===== src/rtl/voice_alloc.sv =====
// voice_alloc: polyphonic voice allocator.
// Captures one accepted MIDI channel event, scans the voice pool one voice per
// cycle to find a matching, free and oldest voice, then commits the result.
module voice_alloc #(
    parameter int         VOICES  = 4,
    parameter logic [3:0] CHANNEL = 4'd0,
    parameter bit         OMNI    = 1'b0
) (
    input  logic                  clk,
    input  logic                  rst,
    input  logic [3:0]            ch_message,
    input  logic [3:0]            chan,
    input  logic [6:0]            note,
    input  logic [6:0]            velocity,
    input  logic [6:0]            lsb,
    output logic [VOICES-1:0]     gate,
    output logic [7*VOICES-1:0]   voice_note,
    output logic [7*VOICES-1:0]   voice_vel,
    output logic [VOICES-1:0]     trig,
    output logic                  steal,
    output logic                  busy,
    output logic                  drop
);

    localparam int             IW   = $clog2(VOICES);
    localparam logic [IW-1:0]  LAST = IW'(VOICES - 1);

    typedef enum logic [1:0] {S_IDLE, S_SCAN, S_COMMIT} state_t;
    typedef enum logic [1:0] {C_ON, C_OFF, C_ALL} cls_t;

    state_t                   state_q, state_d;
    cls_t                     cls_q, cls_d;
    logic [6:0]               cap_note_q, cap_note_d;
    logic [6:0]               cap_vel_q, cap_vel_d;
    logic [IW-1:0]            idx_q, idx_d;

    // scan results
    logic                     match_vld_q, match_vld_d;
    logic [IW-1:0]            match_idx_q, match_idx_d;
    logic                     free_vld_q, free_vld_d;
    logic [IW-1:0]            free_idx_q, free_idx_d;
    logic                     old_vld_q, old_vld_d;
    logic [IW-1:0]            old_idx_q, old_idx_d;
    logic [7:0]               old_age_q, old_age_d;

    // voice pool
    logic [VOICES-1:0]        gate_q, gate_d;
    logic [VOICES-1:0][6:0]   note_q, note_d;
    logic [VOICES-1:0][6:0]   vel_q, vel_d;
    logic [VOICES-1:0][7:0]   stamp_q, stamp_d;
    logic [7:0]               cnt_q, cnt_d;

    logic [VOICES-1:0]        trig_q, trig_d;
    logic                     steal_q, steal_d;
    logic                     busy_q, busy_d;
    logic                     drop_q, drop_d;

    logic                     type_ok, accept;
    logic                     go;
    logic [7:0]               age;
    logic [IW-1:0]            tgt;

    assign type_ok = (ch_message == 4'h8) || (ch_message == 4'h9) || (ch_message == 4'hB);
    assign accept  = type_ok && (OMNI || (chan == CHANNEL));

    assign gate       = gate_q;
    assign voice_note = note_q;
    assign voice_vel  = vel_q;
    assign trig       = trig_q;
    assign steal      = steal_q;
    assign busy       = busy_q;
    assign drop       = drop_q;

    // Next-state: event capture, per-voice scan, and commit of the chosen action
    always_comb begin
        state_d     = state_q;
        cls_d       = cls_q;
        cap_note_d  = cap_note_q;
        cap_vel_d   = cap_vel_q;
        idx_d       = idx_q;
        match_vld_d = match_vld_q;
        match_idx_d = match_idx_q;
        free_vld_d  = free_vld_q;
        free_idx_d  = free_idx_q;
        old_vld_d   = old_vld_q;
        old_idx_d   = old_idx_q;
        old_age_d   = old_age_q;
        gate_d      = gate_q;
        note_d      = note_q;
        vel_d       = vel_q;
        stamp_d     = stamp_q;
        cnt_d       = cnt_q;
        trig_d      = '0;
        steal_d     = 1'b0;
        busy_d      = busy_q;
        drop_d      = 1'b0;
        go          = 1'b0;
        tgt         = '0;
        age         = cnt_q - stamp_q[idx_q];

        case (state_q)
            S_IDLE: begin
                if (accept) begin
                    if (ch_message == 4'h9 && velocity != 7'd0) begin
                        cls_d = C_ON;
                        go    = 1'b1;
                    end else if (ch_message == 4'h8 || ch_message == 4'h9) begin
                        cls_d = C_OFF;
                        go    = 1'b1;
                    end else if (lsb == 7'd123) begin
                        cls_d = C_ALL;
                        go    = 1'b1;
                    end
                end
                if (go) begin
                    cap_note_d  = note;
                    cap_vel_d   = velocity;
                    idx_d       = '0;
                    match_vld_d = 1'b0;
                    free_vld_d  = 1'b0;
                    old_vld_d   = 1'b0;
                    old_age_d   = '0;
                    busy_d      = 1'b1;
                    state_d     = (cls_d == C_ALL) ? S_COMMIT : S_SCAN;
                end
            end
            S_SCAN: begin
                drop_d = accept;
                if (gate_q[idx_q]) begin
                    if (!match_vld_q && note_q[idx_q] == cap_note_q) begin
                        match_vld_d = 1'b1;
                        match_idx_d = idx_q;
                    end
                    // strict compare keeps the lowest index on equal age
                    if (!old_vld_q || age > old_age_q) begin
                        old_vld_d = 1'b1;
                        old_idx_d = idx_q;
                        old_age_d = age;
                    end
                end else if (!free_vld_q) begin
                    free_vld_d = 1'b1;
                    free_idx_d = idx_q;
                end
                if (idx_q == LAST) state_d = S_COMMIT;
                else               idx_d   = idx_q + 1'b1;
            end
            S_COMMIT: begin
                drop_d  = accept;
                state_d = S_IDLE;
                busy_d  = 1'b0;
                case (cls_q)
                    C_ON: begin
                        if (match_vld_q)     tgt = match_idx_q;
                        else if (free_vld_q) tgt = free_idx_q;
                        else begin
                            tgt     = old_idx_q;
                            steal_d = 1'b1;
                        end
                        gate_d[tgt]  = 1'b1;
                        note_d[tgt]  = cap_note_q;
                        vel_d[tgt]   = cap_vel_q;
                        stamp_d[tgt] = cnt_q;
                        trig_d[tgt]  = 1'b1;
                        cnt_d        = cnt_q + 8'd1;
                    end
                    C_OFF: begin
                        if (match_vld_q) gate_d[match_idx_q] = 1'b0;
                    end
                    C_ALL: gate_d = '0;
                    default: ;
                endcase
            end
            default: begin
                state_d = S_IDLE;
                busy_d  = 1'b0;
            end
        endcase
    end

    // State registers; async reset drops any pending event
    always_ff @(posedge clk or posedge rst) begin
        if (rst) begin
            state_q     <= S_IDLE;
            cls_q       <= C_ON;
            cap_note_q  <= '0;
            cap_vel_q   <= '0;
            idx_q       <= '0;
            match_vld_q <= 1'b0;
            match_idx_q <= '0;
            free_vld_q  <= 1'b0;
            free_idx_q  <= '0;
            old_vld_q   <= 1'b0;
            old_idx_q   <= '0;
            old_age_q   <= '0;
            gate_q      <= '0;
            note_q      <= '0;
            vel_q       <= '0;
            stamp_q     <= '0;
            cnt_q       <= '0;
            trig_q      <= '0;
            steal_q     <= 1'b0;
            busy_q      <= 1'b0;
            drop_q      <= 1'b0;
        end else begin
            state_q     <= state_d;
            cls_q       <= cls_d;
            cap_note_q  <= cap_note_d;
            cap_vel_q   <= cap_vel_d;
            idx_q       <= idx_d;
            match_vld_q <= match_vld_d;
            match_idx_q <= match_idx_d;
            free_vld_q  <= free_vld_d;
            free_idx_q  <= free_idx_d;
            old_vld_q   <= old_vld_d;
            old_idx_q   <= old_idx_d;
            old_age_q   <= old_age_d;
            gate_q      <= gate_d;
            note_q      <= note_d;
            vel_q       <= vel_d;
            stamp_q     <= stamp_d;
            cnt_q       <= cnt_d;
            trig_q      <= trig_d;
            steal_q     <= steal_d;
            busy_q      <= busy_d;
            drop_q      <= drop_d;
        end
    end

endmodule


===== config.mk =====
export PLATFORM = sky130hd
export DESIGN_NAME = voice_alloc
export DESIGN_NICKNAME = d
export VERILOG_FILES = /design/src/rtl/voice_alloc.sv
export SDC_FILE = /design/constraint.sdc
export NUM_CORES = 1
export LEC_CHECK = 0
export ABC_CLOCK_PERIOD_IN_PS = 8100
export BUFFER_PORTS_ARGS = -buffer_cell sky130_fd_sc_hd__buf_2
export CELL_PAD_IN_SITES_DETAIL_PLACEMENT = 2
export CELL_PAD_IN_SITES_GLOBAL_PLACEMENT = 2
export CORE_MARGIN = 2
export CORE_UTILIZATION = 42
export DETAILED_ROUTE_END_ITERATION = 8
export GPL_TIMING_DRIVEN = 0
export PLACE_DENSITY_LB_ADDON = 0.1
export SLEW_MARGIN = 20
export SYNTH_ARGS = -nofsm -noshare
export SYNTH_HDL_FRONTEND = slang
export SYNTH_SLANG_ARGS = --single-unit

===== constraint.sdc =====
create_clock -name clk -period 8.1 [get_ports clk]
set_input_delay 1.62 -clock clk [delete_from_list [all_inputs] [get_ports clk]]
set_output_delay 1.62 -clock clk [all_outputs]
set_load 0.01 [all_outputs]

---- Yosys cells after proc, flatten, opt, wreduce, memory -nomap -nowiden ----
Index checks and enable logic that the tools add are counted.
storage, ports and cells
  bits of input ports ..................... 31
  output and inout port bits .............. 67
  logic and storage cells ................. 155
  register bits ........................... 144
cells by class
  add/sub/neg operators ................... 3
  reductions and logical operators ........ 29
  bitwise gates (word level) .............. 6
  multiplexer cells ....................... 62
  equality and inequality tests ........... 19
  magnitude comparators ................... 6
operator list
  kind                 number
  $bwmux 28            2
  $mux 8               5
  $bwmux 32            1
  $mux 2               14
  $mux 1               20
  $reduce_and 3->1     6
  $bmux 8 s2           1
  $demux 8 s2          1
  $ne 2x2->1 const B   8
  $pmux 8 s2           1
  $bmux 7 s2           1
  $demux 7 s2          1
  $mux 7               2
  $eq 4x4->1 const B   3
  $mux 4               3
  $pmux 4 s3           1
  $lt 2x3->1 const B   3
  $add 8x1->8 const B  1
  $eq 2x2->1 const B   4
  $gt 8x8->1           1
  $pmux 1 s2           4
  $pmux 2 s2           2
  $reduce_and 2->1     4
  $reduce_and 4->1     2
  other kinds (21)     34

---- Longest topological paths before layout ----
  depth in word-level cells ............... 10
  gate-level depth with buffers ........... 19
  mapped depth without buffers ............ 16

---- Worst setup path after synthesis ----
Ideal clock, no wire load.
  kind .................................... register to register
  start ................................... reg idx_q[0]
  end ..................................... reg old_age_q[7]
  path slack .............................. 4,060 ps
  path buffers ............................ 3
  stages on the path, launching flop included .. 18
  required time ........................... 7,979 ps
  library setup time ...................... 121 ps
  arrival time ............................ 3,919 ps
  clock period less this slack ............ 4,040 ps
  cell sequence ........................... dfrtp_1 -> buf_6 -> buf_6 -> buf_1 -> mux4_2 -> inv_1 -> ha_1 -> nor2b_1 -> o2111ai_1 -> nand3_1 -> o41ai_1 -> xnor2_1 -> ha_1 -> nand4_1 -> o2111ai_1 -> nand3_1 -> a21o_1 -> a22o_1
between the ends
  longest elaborated chain between the ends .. 7
  elaborated cells on any way between the ends .. 13
  classes of those cells .................. 1 x add/sub; 1 x order compare; 2 x eq/ne; 7 x mux; 2 x reduce/logical
ends and longest elaborated chain
  what                               RTL line  text
  start: declaration                 35        logic [IW-1:0] idx_q, idx_d;
  start signal: assignment           209       idx_q <= idx_d;
  $bmux 8 s2                         99        age = cnt_q - stamp_q[idx_q];
  $mux 8 (implied by the code)       99
  $sub 8x8->8                        99
  $gt 8x8->1                         135       if (!old_vld_q || age > old_age_q) begin
  $logic_or 1x1->1                   135
  $ne 2x2->1 (no source line)        --
  $reduce_and 4->1 (no source line)  --
  end signal: assignment             216       old_age_q <= old_age_d;
  end: declaration                   44        logic [7:0] old_age_q, old_age_d;
Parallel ways exist; a longest one is shown, timed or not. The select of a mux whose other input is x is not followed.
A chain may end at the register's enable or synchronous reset.

---- Worst setup path after layout ----
  start ................................... reg idx_q[1]
  end ..................................... reg old_age_q[4]
The elaborated chain is that of the path after synthesis.

==> flow_metrics.tcl <==
set metrics [dict create \
    wl_per_cell_um 23.3 \
    grt_pass1_vias 5479 \
    root_buffer "clkbuf_16" \
    cts_tree "done" \
    slew_headroom_pct 25.7 \
    gr-total-overflow 0 \
    final_hold_viol_count 0 \
    ys.flop_type "dfrtp_1" \
    nets 682 \
    syn_area_um2 6800 \
    final_area_um2 8160 \
    cts_buffers 17 \
    rr_endpoint "old_age_q[4]$_DFFE_PP0P_" \
    crit_type "reg -> reg" \
    dr.pass1.iters 4 \
    ys_seq_area_share_pct 53.0 \
    min_path_type "reg -> reg" \
    grt_max_degree 102 \
    grt.total_usage_pct 24.5 \
    worst_slew_pin_slew_ns 1.11 \
    end_kind "flop" \
    crit_end "old_age_q[4]$_DFFE_PP0P_" \
    rows 46 \
    diodes 0 \
    busiest_layer "met2" \
    fp.dieW_um 131 \
    coreArea_um2 15800 \
    postPlaceCellArea_um2 7590 \
    crit_path_start "idx_q[1]$_DFFE_PP0P_" \
    final.setup.tns_ns 0 \
    ios 98 \
    via_count 4641 \
    min_period_over_period_pct 65.9 \
    clk-insertion-delay-late_ns 0.42 \
    start_util_pct 42.9 \
    ir_drop_mv 0.186 \
    p_per_area_nw_per_um2 330 \
    slew_viol_final 0 \
    setup_violations 0 \
    fp.dieH_um 131 \
    grt_use_met1_pct 29.1 \
    clkSinkCount 144 \
    outcome "completed" \
    timing.hold.ws_ns 0.488 \
    clock.fmax_mhz 187 \
    dieArea_um2 17200 \
    drt-initial-drc-count 170 \
    yosysUniqueCellTypes 57 \
    rsz0062_at_grt "false" \
    cts_setup_buffers 0 \
    synth_nets 565 \
    syn_to_final_growth_pct 20.1 \
    start_kind "flop" \
    clockBufferDepth 2 \
    avgSynthCellArea_um2 13.3 \
    drt_wl_total_mm 20.0 \
    leakagePower_nw 4.05 \
    drc_errors 0 \
    async_flop_share_pct 100 \
    vias_per_cell 5.42 \
    grt_util_met3_pct 4.94 \
    io_buffers 97 \
    cap_violations 0 \
    multi_input_area_um2 2960 \
    grtUsageMet2_pct 45.4 \
    rr_worst_depth 16 \
    layout_commonest_cell "dfrtp_1" \
    gp_congestion 0.806 \
    cp_max_fo 10 \
    cts_max_level 4 \
    post_cts_resized 0 \
    grt_pass1_wl_mm 32.2 \
    ys_warn_count 0 \
    dp_hpwl_mm 13.4 \
    syn_inst 510 \
    reg2reg_from "idx_q[1]$_DFFE_PP0P_" \
    ys_ff_latch 144 \
    period_needed_ns 5.34 \
    clock_skew_ns 0.00958 \
    path_clk_slew_ns 0.07 \
    detail-route-antenna-nets 0 \
    reg2reg_slack_ns 2.76 \
    antenna_found_initial 0 \
    n_fill_cell 1565 \
    required_ns 8.45 \
    crit_arrival_ns 5.68 \
    synth-edff-count 0 \
    drive_gt1_share_pct 41.7 \
    mostFrequentLayoutCells "144 x dfrtp_1, 107 x mux2_2, 107 x buf_2" \
    seqCellArea_um2 3600 \
    postCtsHoldBufs 0 \
]
[cells in the mapped netlist (2+ instances only)]
library cell | instances | area share, %
nand4_1 | 5 | 0.46
o41ai_1 | 2 | 0.26
xnor2_1 | 19 | 2.4
buf_2 | 10 | 0.74
inv_1 | 32 | 1.8
buf_1 | 2 | 0.11
a21boi_0 | 3 | 0.33
nor2_1 | 14 | 0.77
mux2_2 | 107 | 18
mux2i_1 | 6 | 0.88
nor2b_1 | 2 | 0.18
dfrtp_1 | 144 | 53
o21a_1 | 3 | 0.33
buf_6 | 2 | 0.33
o22a_1 | 3 | 0.39
a21o_1 | 2 | 0.22
a31oi_1 | 2 | 0.18
clkbuf_1 | 8 | 0.44
o21ai_0 | 13 | 0.96
nor3_1 | 10 | 0.74
mux4_1 | 2 | 0.77
a22o_1 | 8 | 1.0
o2111ai_1 | 2 | 0.26
nand3_1 | 9 | 0.66
mux4_2 | 13 | 4.3
ha_1 | 23 | 4.2
a21oi_1 | 14 | 1.0
nand2_1 | 21 | 1.2
[per-stage QoR]
stage	setup WS (ns)	instances	utilization, %	power, mW
finish	2.76	856	51.5	2.69
global route	2.38	856	51.5	2.87
CTS	2.73	856	51.5	2.73
detailed placement	2.81	824	47.9	1.92
global placement	1.03	823	47.7	1.85
floorplan	2.61	510	-	1.59
[how the worst min path moves through the flow]
stage               slack, ns  cells past startpoint                 startpoint                   endpoint
finish                   0.49                      1           busy$_DFFE_PP0P_           busy$_DFFE_PP0P_
global route             0.52                      1  voice_vel[21]$_DFFE_PP0P_  voice_vel[21]$_DFFE_PP0P_
CTS                      0.49                      1           busy$_DFFE_PP0P_           busy$_DFFE_PP0P_
detailed placement       0.48                      1           busy$_DFFE_PP0P_           busy$_DFFE_PP0P_
global placement         0.47                      1           busy$_DFFE_PP0P_           busy$_DFFE_PP0P_
floorplan                0.47                      1   old_age_q[1]$_DFFE_PP0P_   old_age_q[1]$_DFFE_PP0P_
[kinds of logic (layout without fill, tap and decap cells)]
group | after synthesis | after routing | share of synthesized area [%]
AO/OA/AOI/OAI | 64 | 64 | 6.83
multiplexers | 129 | 129 | 23.9
flip-flops | 144 | 144 | 53.0
adder cells (fa/ha/maj) | 24 | 24 | 4.53
AND/OR/NAND/NOR | 75 | 75 | 5.73
XOR/XNOR | 20 | 20 | 2.58
buffers and inverters | 54 | 184 | 3.39
[power by group]
| part | total [mW] | switching [mW] | internal (mW) |
|---|---|---|---|
| clock network | 0.774 | 0.341 | 0.433 |
| registers | 0.959 | 0.122 | 0.836 |
| logic | 0.962 | 0.528 | 0.434 |
[layer usage]
layer  wire length [µm]  up-vias  share of wire, %
met3                687       12               3.4
met5                  0        -                 0
li1                   -     2082                 -
met2              10800       89                54
met1               8300     2458                42
met4                210        0               1.1
[critical path, stage by stage, from the launching register on]
cell	delay, ns
dfrtp_1	0.53
clkbuf_1	0.57
clkbuf_1	0.65
mux4_2	0.44
inv_1	0.12
ha_1	0.23
nor2b_1	0.15
o2111ai_1	0.17
nand3_1	0.13
o41ai_1	0.39
xnor2_1	0.21
ha_1	0.35
nand4_1	0.13
o2111ai_1	0.24
nand3_1	0.18
nor3b_2	0.54
a22o_1	0.23
[cell type report]
class / instances / area share [%]
Sequential cell: 144 / 44.2
Multi-Input combinational cell: 312 / 36.3
Timing Repair Buffer: 98 / 6.29
Clock buffer: 18 / 5.26
Tap cell: 216 / 3.31
Clock inverter: 14 / 1.75
Inverter: 32 / 1.56
Buffer: 22 / 1.35
[flip-flops by register name (all words and copies together), names as in the netlist, 2 cells and up]
name,count
cap_note_q,7
cap_vel_q,7
cls_q,2
cnt_q,8
free_idx_q,2
gate,4
idx_q,2
match_idx_q,2
old_age_q,8
old_idx_q,2
stamp_q,32
state_q,2
trig,4
voice_note,28
voice_vel,28
Note: power is estimated with default switching activity, not from simulation.
